[src/rtl/fir_output_stage.sv]
// FIR output stage: re-aligns the sample strobe, drops warm-up sums, quantises to OUT_W and buffers in a FIFO.
// Build option FIR_OUT_ROUND_EN: round-half-up before the shift; when undefined the accumulator is truncated.
module fir_output_stage #(
  parameter int ACC_W  = 12,
  parameter int OUT_W  = 8,
  parameter int SHIFT  = 4,
  parameter int LAT    = 9,
  parameter int WARMUP = 3,
  parameter int DEPTH  = 4
) (
  input  logic                   clk,
  input  logic                   rst,
  input  logic                   in_valid,
  input  logic [ACC_W-1:0]       acc_in,
  output logic [OUT_W-1:0]       out_data,
  output logic                   out_valid,
  input  logic                   out_ready,
  output logic [$clog2(DEPTH):0] level,
  output logic                   sat_flag,
  output logic                   drop_flag
);
  localparam int AW  = $clog2(DEPTH);
  localparam int WW  = $clog2(WARMUP + 2);
  localparam int QW  = ACC_W + 1;
  localparam logic [WW-1:0] WARM_LAST = WW'(WARMUP);
  localparam logic [QW-1:0] OUT_MAX   = QW'((1 << OUT_W) - 1);
`ifdef FIR_OUT_ROUND_EN
  localparam logic [QW-1:0] HALF      = QW'(1 << (SHIFT - 1));
`endif

  // Strobe delay line: tap LAT-1 is high at the edge where acc_in carries that sample's sum.
  logic valid_dly_reg [LAT];
  genvar gi;
  generate
    for (gi = 0; gi < LAT; gi++) begin : g_dly
      if (gi == 0) begin : g_head
        always_ff @(posedge clk) begin
          if (rst) valid_dly_reg[gi] <= 1'b0;
          else     valid_dly_reg[gi] <= in_valid;
        end
      end else begin : g_tap
        always_ff @(posedge clk) begin
          if (rst) valid_dly_reg[gi] <= 1'b0;
          else     valid_dly_reg[gi] <= valid_dly_reg[gi-1];
        end
      end
    end
  endgenerate

  logic aligned;
  assign aligned = valid_dly_reg[LAT-1];

  logic [QW-1:0]    sum_w;
  logic [QW-1:0]    scaled_w;
  logic [OUT_W-1:0] q_next;
  logic             q_sat_next;

  always_comb begin
`ifdef FIR_OUT_ROUND_EN
    sum_w = {1'b0, acc_in} + HALF;
`else
    sum_w = {1'b0, acc_in};
`endif
    scaled_w = sum_w >> SHIFT;
    if (scaled_w > OUT_MAX) begin
      q_next     = '1;
      q_sat_next = 1'b1;
    end else begin
      q_next     = scaled_w[OUT_W-1:0];
      q_sat_next = 1'b0;
    end
  end

  logic [WW-1:0]    warm_cnt_reg;
  logic             q_valid_reg;
  logic [OUT_W-1:0] q_data_reg;
  logic             q_sat_reg;

  always_ff @(posedge clk) begin
    if (rst) begin
      warm_cnt_reg <= '0;
      q_valid_reg  <= 1'b0;
      q_data_reg   <= '0;
      q_sat_reg    <= 1'b0;
    end else begin
      q_valid_reg <= 1'b0;
      if (aligned) begin
        if (warm_cnt_reg < WARM_LAST) begin
          warm_cnt_reg <= warm_cnt_reg + 1'b1;
        end else begin
          q_valid_reg <= 1'b1;
          q_data_reg  <= q_next;
          q_sat_reg   <= q_sat_next;
        end
      end
    end
  end

  // Circular buffer; the extra pointer bit separates full from empty.
  logic [OUT_W-1:0] mem [DEPTH];
  logic [AW:0]      wr_ptr_reg;
  logic [AW:0]      rd_ptr_reg;
  logic             full;
  logic             empty;
  logic             pop;
  logic             wr_en;
  logic             sat_flag_reg;
  logic             drop_flag_reg;

  assign empty = (wr_ptr_reg == rd_ptr_reg);
  assign full  = (wr_ptr_reg == {~rd_ptr_reg[AW], rd_ptr_reg[AW-1:0]});
  assign pop   = !empty && out_ready;
  assign wr_en = q_valid_reg && (!full || pop);

  always_ff @(posedge clk) begin
    if (wr_en) mem[wr_ptr_reg[AW-1:0]] <= q_data_reg;
  end

  always_ff @(posedge clk) begin
    if (rst) begin
      wr_ptr_reg    <= '0;
      rd_ptr_reg    <= '0;
      sat_flag_reg  <= 1'b0;
      drop_flag_reg <= 1'b0;
    end else begin
      if (wr_en) wr_ptr_reg <= wr_ptr_reg + 1'b1;
      if (pop)   rd_ptr_reg <= rd_ptr_reg + 1'b1;
      if (wr_en && q_sat_reg)            sat_flag_reg  <= 1'b1;
      if (q_valid_reg && full && !pop)   drop_flag_reg <= 1'b1;
    end
  end

  assign out_valid = !empty;
  assign out_data  = empty ? '0 : mem[rd_ptr_reg[AW-1:0]];
  assign level     = wr_ptr_reg - rd_ptr_reg;
  assign sat_flag  = sat_flag_reg;
  assign drop_flag = drop_flag_reg;

endmodule

[config.mk]
export PLATFORM = sky130hd
export DESIGN_NAME = fir_output_stage
export DESIGN_NICKNAME = d
export VERILOG_FILES = /design/src/rtl/fir_output_stage.sv
export SDC_FILE = /design/constraint.sdc
export NUM_CORES = 1
export LEC_CHECK = 0
export CORE_ASPECT_RATIO = 1.1
export CORE_MARGIN = 2
export CORE_UTILIZATION = 47
export DETAILED_ROUTE_END_ITERATION = 10
export PLACE_DENSITY = 0.78
export SKIP_LAST_GASP = 1
export SYNTH_ARGS = -nofsm -noshare
export SYNTH_HDL_FRONTEND = slang
export SYNTH_SLANG_ARGS = --single-unit
[constraint.sdc]
create_clock -name clk -period 2.9 [get_ports clk]
set_input_delay 0.58 -clock clk [delete_from_list [all_inputs] [get_ports clk]]
set_output_delay 0.58 -clock clk [all_outputs]
set_load 0.01 [all_outputs]
# Word-level counts from Yosys, hierarchy flattened
# Memories as Yosys holds them, arrays and structs flattened. A register that Yosys moved wholly into a read port is not among the register bits.
# Index checks and enable logic that the tools add are counted.
[totals] reg_bits=21 mem_bits_rw=41 in_bits=16 output_inout_bits=14 elab_cells=62 mem_count=2
[memory_table] name="mem" depth=4 word_bits=8 read_ports=1 rd_ports_with_merged_regs=1 wr=1 line="100" source="logic [OUT_W-1:0] mem [DEPTH];"
[memory_table] name="valid_dly_reg" depth=9 word_bits=1 read_ports=9 rd_ports_with_merged_regs=0 wr=9 line="32" source="logic valid_dly_reg [LAT];"
[classes] add_sub_neg=4 n_lt_le_gt_ge=2 n_eq_ne=2 n_mux=20 n_bitwise=12 n_reduce_logical=12
[ops] cell="$mux 1" count=16
[ops] cell="$mux 8" count=2
[ops] cell="$add 3x1->3 const B" count=3
[ops] cell="$or 1x1->1" count=9
[ops] cell="$gt 8x8->1 const B" count=1
[ops] cell="$eq 3x3->1" count=2
[ops] cell="$logic_and 1x1->1" count=5
[ops] cell="$mux 2" count=2
[ops] cell="$reduce_and 2->1" count=2
[ops] cell="$logic_not 1->1" count=3
[ops] cell="$lt 3x2->1 const B" count=1
[ops] cell="$not 1->1" count=3
[ops] cell="$sub 3x3->3" count=1
[ops] cell="$reduce_or 2->1" count=1
[ops] cell="$logic_or 1x1->1" count=1

# Logic depth before layout (Yosys ltp)
# Gate-level depths: netlist (run 1).
[logic_depth] depth_word=7 depth_mapped=5 mapped_depth_nobuf=5

# Worst setup path after synthesis (run 1)
# OpenSTA, ideal clock, no wires.
[synth_timing] kind="flip-flop to flip-flop" start="reg wr_ptr_reg[0]" end="mem mem[3][0], enable pin" setup_ns=0.332 arrival_time_ns=1.488 required_ns=2.568 slack_ns=1.081 path_stages_with_launch=6 n_path_buf=0 period_less_slack_ns=1.819 path_cell_list="dfxtp_1 inv_1 ha_1 and3b_1 a21boi_2 and2_1"
[synth_via] elab_chain_len=7 elab_cells_between_ends=9 classes_between="eq/ne (2); mux (2); reduce/logical (5)"
[synth_rtl] item="from (decl)" line="101" source="logic [AW:0] wr_ptr_reg;"
[synth_rtl] item="from (signal assigned)" line="126" source="if (wr_en) wr_ptr_reg <= wr_ptr_reg + 1'b1;"
[synth_rtl] item="$eq 3x3->1" line="110" source="assign empty = (wr_ptr_reg == rd_ptr_reg);"
[synth_rtl] item="$logic_not 1->1" line="112" source="assign pop = !empty && out_ready;"
[synth_rtl] item="$logic_and 1x1->1" line="112"
[synth_rtl] item="$logic_or 1x1->1" line="113" source="assign wr_en = q_valid_reg && (!full || pop);"
[synth_rtl] item="$logic_and 1x1->1" line="113"
[synth_rtl] item="$mux 1" line="116" source="if (wr_en) mem[wr_ptr_reg[AW-1:0]] <= q_data_reg;"
[synth_rtl] item="$mux 1 (not written as such)" line="116"
[synth_rtl] item="to (decl)" line="100"
# Parallel ways exist; a longest one is shown, timed or not.

# Final worst setup path (run 1)
[layout_timing] start="reg wr_ptr_reg[0]" end="out out_data[5]"
[layout_via] elab_chain_len=2
[layout_rtl] item="$eq 3x3->1" line="110"
[layout_rtl] item="$mux 8" line="134" source="assign out_data = empty ? '0 : mem[rd_ptr_reg[AW-1:0]];"
[layout_rtl] item="to (decl)" line="15" source="output logic [OUT_W-1:0] out_data,"
# Every way passes these cells.

==> flow_summary.ini, run 1 <==
[drt]
wl_per_cell_um = 13.94
drt_wl_total_um = 4140
via_count = 1521
via_per_inst = 5.121
dr.pass1.iters = 4
route.detailed.drc = 0
drt_iter0_drc = 121
ant_nets = 0

[power]
p_sw_share_pct = 21.82
seqPwrFrac_pct = 48.3
cellPowerDensity_nw_per_um2 = 641.4
intPower_uw = 1536
power_leakage_uw = 0.001066
p_sw_uw = 428.9
pwr-share-comb_pct = 11.1
clkPwrFrac_pct = 40.6
ir_drop_mv = 0.4033

[sta]
slew_viol_final = 0
tightest_slew_ps = 562.1
setup_viol_count_final = 0
hold_viol = 0
clock-skew-final_ps = 11.51
setup_ws_ps = 161.4
setup_tns_ps = 0
max_freq_ghz = 0.3652
slew-limit-headroom_pct = 62.52
finalCritPeriodShare_pct = 94.43
rsz0062_at_grt = no
finalCriticalPeriod_ps = 2739

[logic_synthesis]
yosysMostFrequentCell = edfxtp_1
ys.flop_type = edfxtp_1
synth_edf_count = 32
synth_area_leader_cell = edfxtp_1
avgSynthCellArea_um2 = 13.38
yosysTopAreaCellShare_pct = 38.19
yosysSeqAreaShare_pct = 62.85
syn_inst = 188
ys_ff_latch = 63
synth_area_leaders = edfxtp_1 38%, dfxtp_1 25%, mux4_2 7.2%, nor2b_1 5.2%, ha_1 4.0%
ys_types = 35
synth_fp_nets = 213
synth_top_cells_by_count = 32 x edfxtp_1, 31 x dfxtp_1, 21 x nor2b_1
synth_warnings = 0
async_flop_share_pct = 0
syn_area_um2 = 2516

[grt]
grt_start_max_net_pins = 28
grt_use_total_pct = 16.32
grt_pass1_wl_um = 6948
grt_pass1_vias = 1463
antenna_found_initial = 0
grt-ovfl-total = 0

[clock_network]
clkSinkCount = 63
clockBufferDepth = 2
cts_buffers = 9
path_clk_slew_ps = 60
tritoncts = done
cts-root-buf = clkbuf_8
h-tree-depth = 3
clk_latency_ps = 340
cts_setup_buffers = 0

[die]
die_w_um = 73.76
die_area_um2 = 5955
die_h_um = 80.74
initial_core_util_pct = 49.33
num_rows = 27
coreArea_um2 = 5101
io_pins = 30

[run]
drv_cap = 0

[placed_design]
hpwl_um = 2766
routabilityCongestion = 0.7611
place_ws_ps = 413.0
dpl_cell_area_um2 = 2848
placement.io_buffers = 25

[worst_hold_path]
hp-class = flop to flop

[setup_path]
cp_max_fo = 10
start_kind = flop
end_kind = output pin
required_ps = 2320
cp.arrival_ps = 2160
critPathKind = flop to output pin

[finish]
area_growth_pct = 21.78
fin_area_um2 = 3064
antenna_cells = 0
layout.nets = 245
drive_gt1_share_pct = 13.33
fillers = 393
largest_register_ff_count = 32

[status]
status = complete, no violations
==> what timing repair did <==
item | CTS | global route
hold buffers | 0 | 0
endpoints found under the setup margin | 0 | 9
resized for setup | 0 | 1
==> kinds of logic (layout without fill, tap and decap cells) <==
logic type	Yosys count	after routing	synth area share, %
AO/OA/AOI/OAI	32	32	7.956
XOR/XNOR	3	3	1.343
adder cells (fa/ha/maj)	9	9	4.774
buffers and inverters	17	54	2.586
flip-flops	63	63	62.85
multiplexers	12	12	8.901
AND/OR/NAND/NOR	52	52	11.59
==> layout make-up <==
type	count	area (um^2)	area share, %
sequential	63	1582	51.61
multi-input combinational	108	874.6	28.54
timing repair buffer	27	265.3	8.657
clock buffer	9	123.9	4.042
tap	72	90.09	2.940
clock inverter	7	87.58	2.858
inverter	11	41.29	1.347
==> worst paths after layout <==
kind / depth (start not counted) / slack (ps) / endpoint / from
worst max-delay path: 6 / 160 / out_data[5] / wr_ptr_reg[0]
worst min-delay path: 1 / 440 / valid_dly_reg[8] / valid_dly_reg[7]
worst max register to register: 5 / 750 / mem[0][4] / wr_ptr_reg[0]
worst min register to register: 1 / 440 / valid_dly_reg[8] / valid_dly_reg[7]
==> cell usage in the layout (no fill, tap or decap), types with 3 or more instances in the layout <==
cell type / instances
a21oi_1: 11
and2_1: 5
clkbuf_8: 9
clkdlybuf4s50_1: 25
dfxtp_1: 31
edfxtp_1: 32
ha_1: 8
inv_1: 11
mux2_2: 3
mux4_2: 8
nand2_1: 5
nand3_1: 9
nor2_1: 6
nor2b_1: 21
o21ai_0: 8
o31ai_1: 3
==> worst max-delay path, stage by stage, from the launching register on <==
cell and delay (ps):
dfxtp_1 390, inv_1 120, ha_1 350, nand2_1 190, nor2_4 100, nor2b_1 140, clkdlybuf4s50_1 540
==> layer usage <==
metal | GRT usage [%] | share of wire, %
met5 | 0 | 0
met4 | 9.273 | 1.7
met3 | 5.211 | 4.0
met2 | 25.62 | 50
met1 | 19.75 | 44
==> metrics by stage <==
stage                     utilization [%]  power (uW)  hold WS, ps  instances
final                               60.07        1965        442.6        297
after global routing                60.07        2037        463.9        297
after CTS                           59.97        1981        445.5        297
after detailed placement            55.83        1186        423.1        281
after global placement              55.83        1183        417.7        281
after floorplan                         -        1084        413.8        188
==> power groups by stage <==
stage          logic, uW  clock network (uW)  registers, uW
6_report             219                 798            949
5_1_grt              238                 848            950
4_1_cts              218                 813            950
3_5_place_dp         217                   0            969
3_3_place_gp         214                   0            968
2_1_floorplan        123                   0            961
(Power assumes the default switching activity.)
==> run 2: changes to the inputs <==
- SKIP_CTS_REPAIR_TIMING: not set -> 1
- TNS_END_PERCENT: not set -> 50
==> results of run 2 <==
No change in the layout: final DEF, timing and power equal those of run 1.
==> run 3: changes to the inputs <==
- SETUP_SLACK_MARGIN: not set -> 0.05
==> results of run 3 <==
No change in the layout: final DEF, timing and power equal those of run 1.
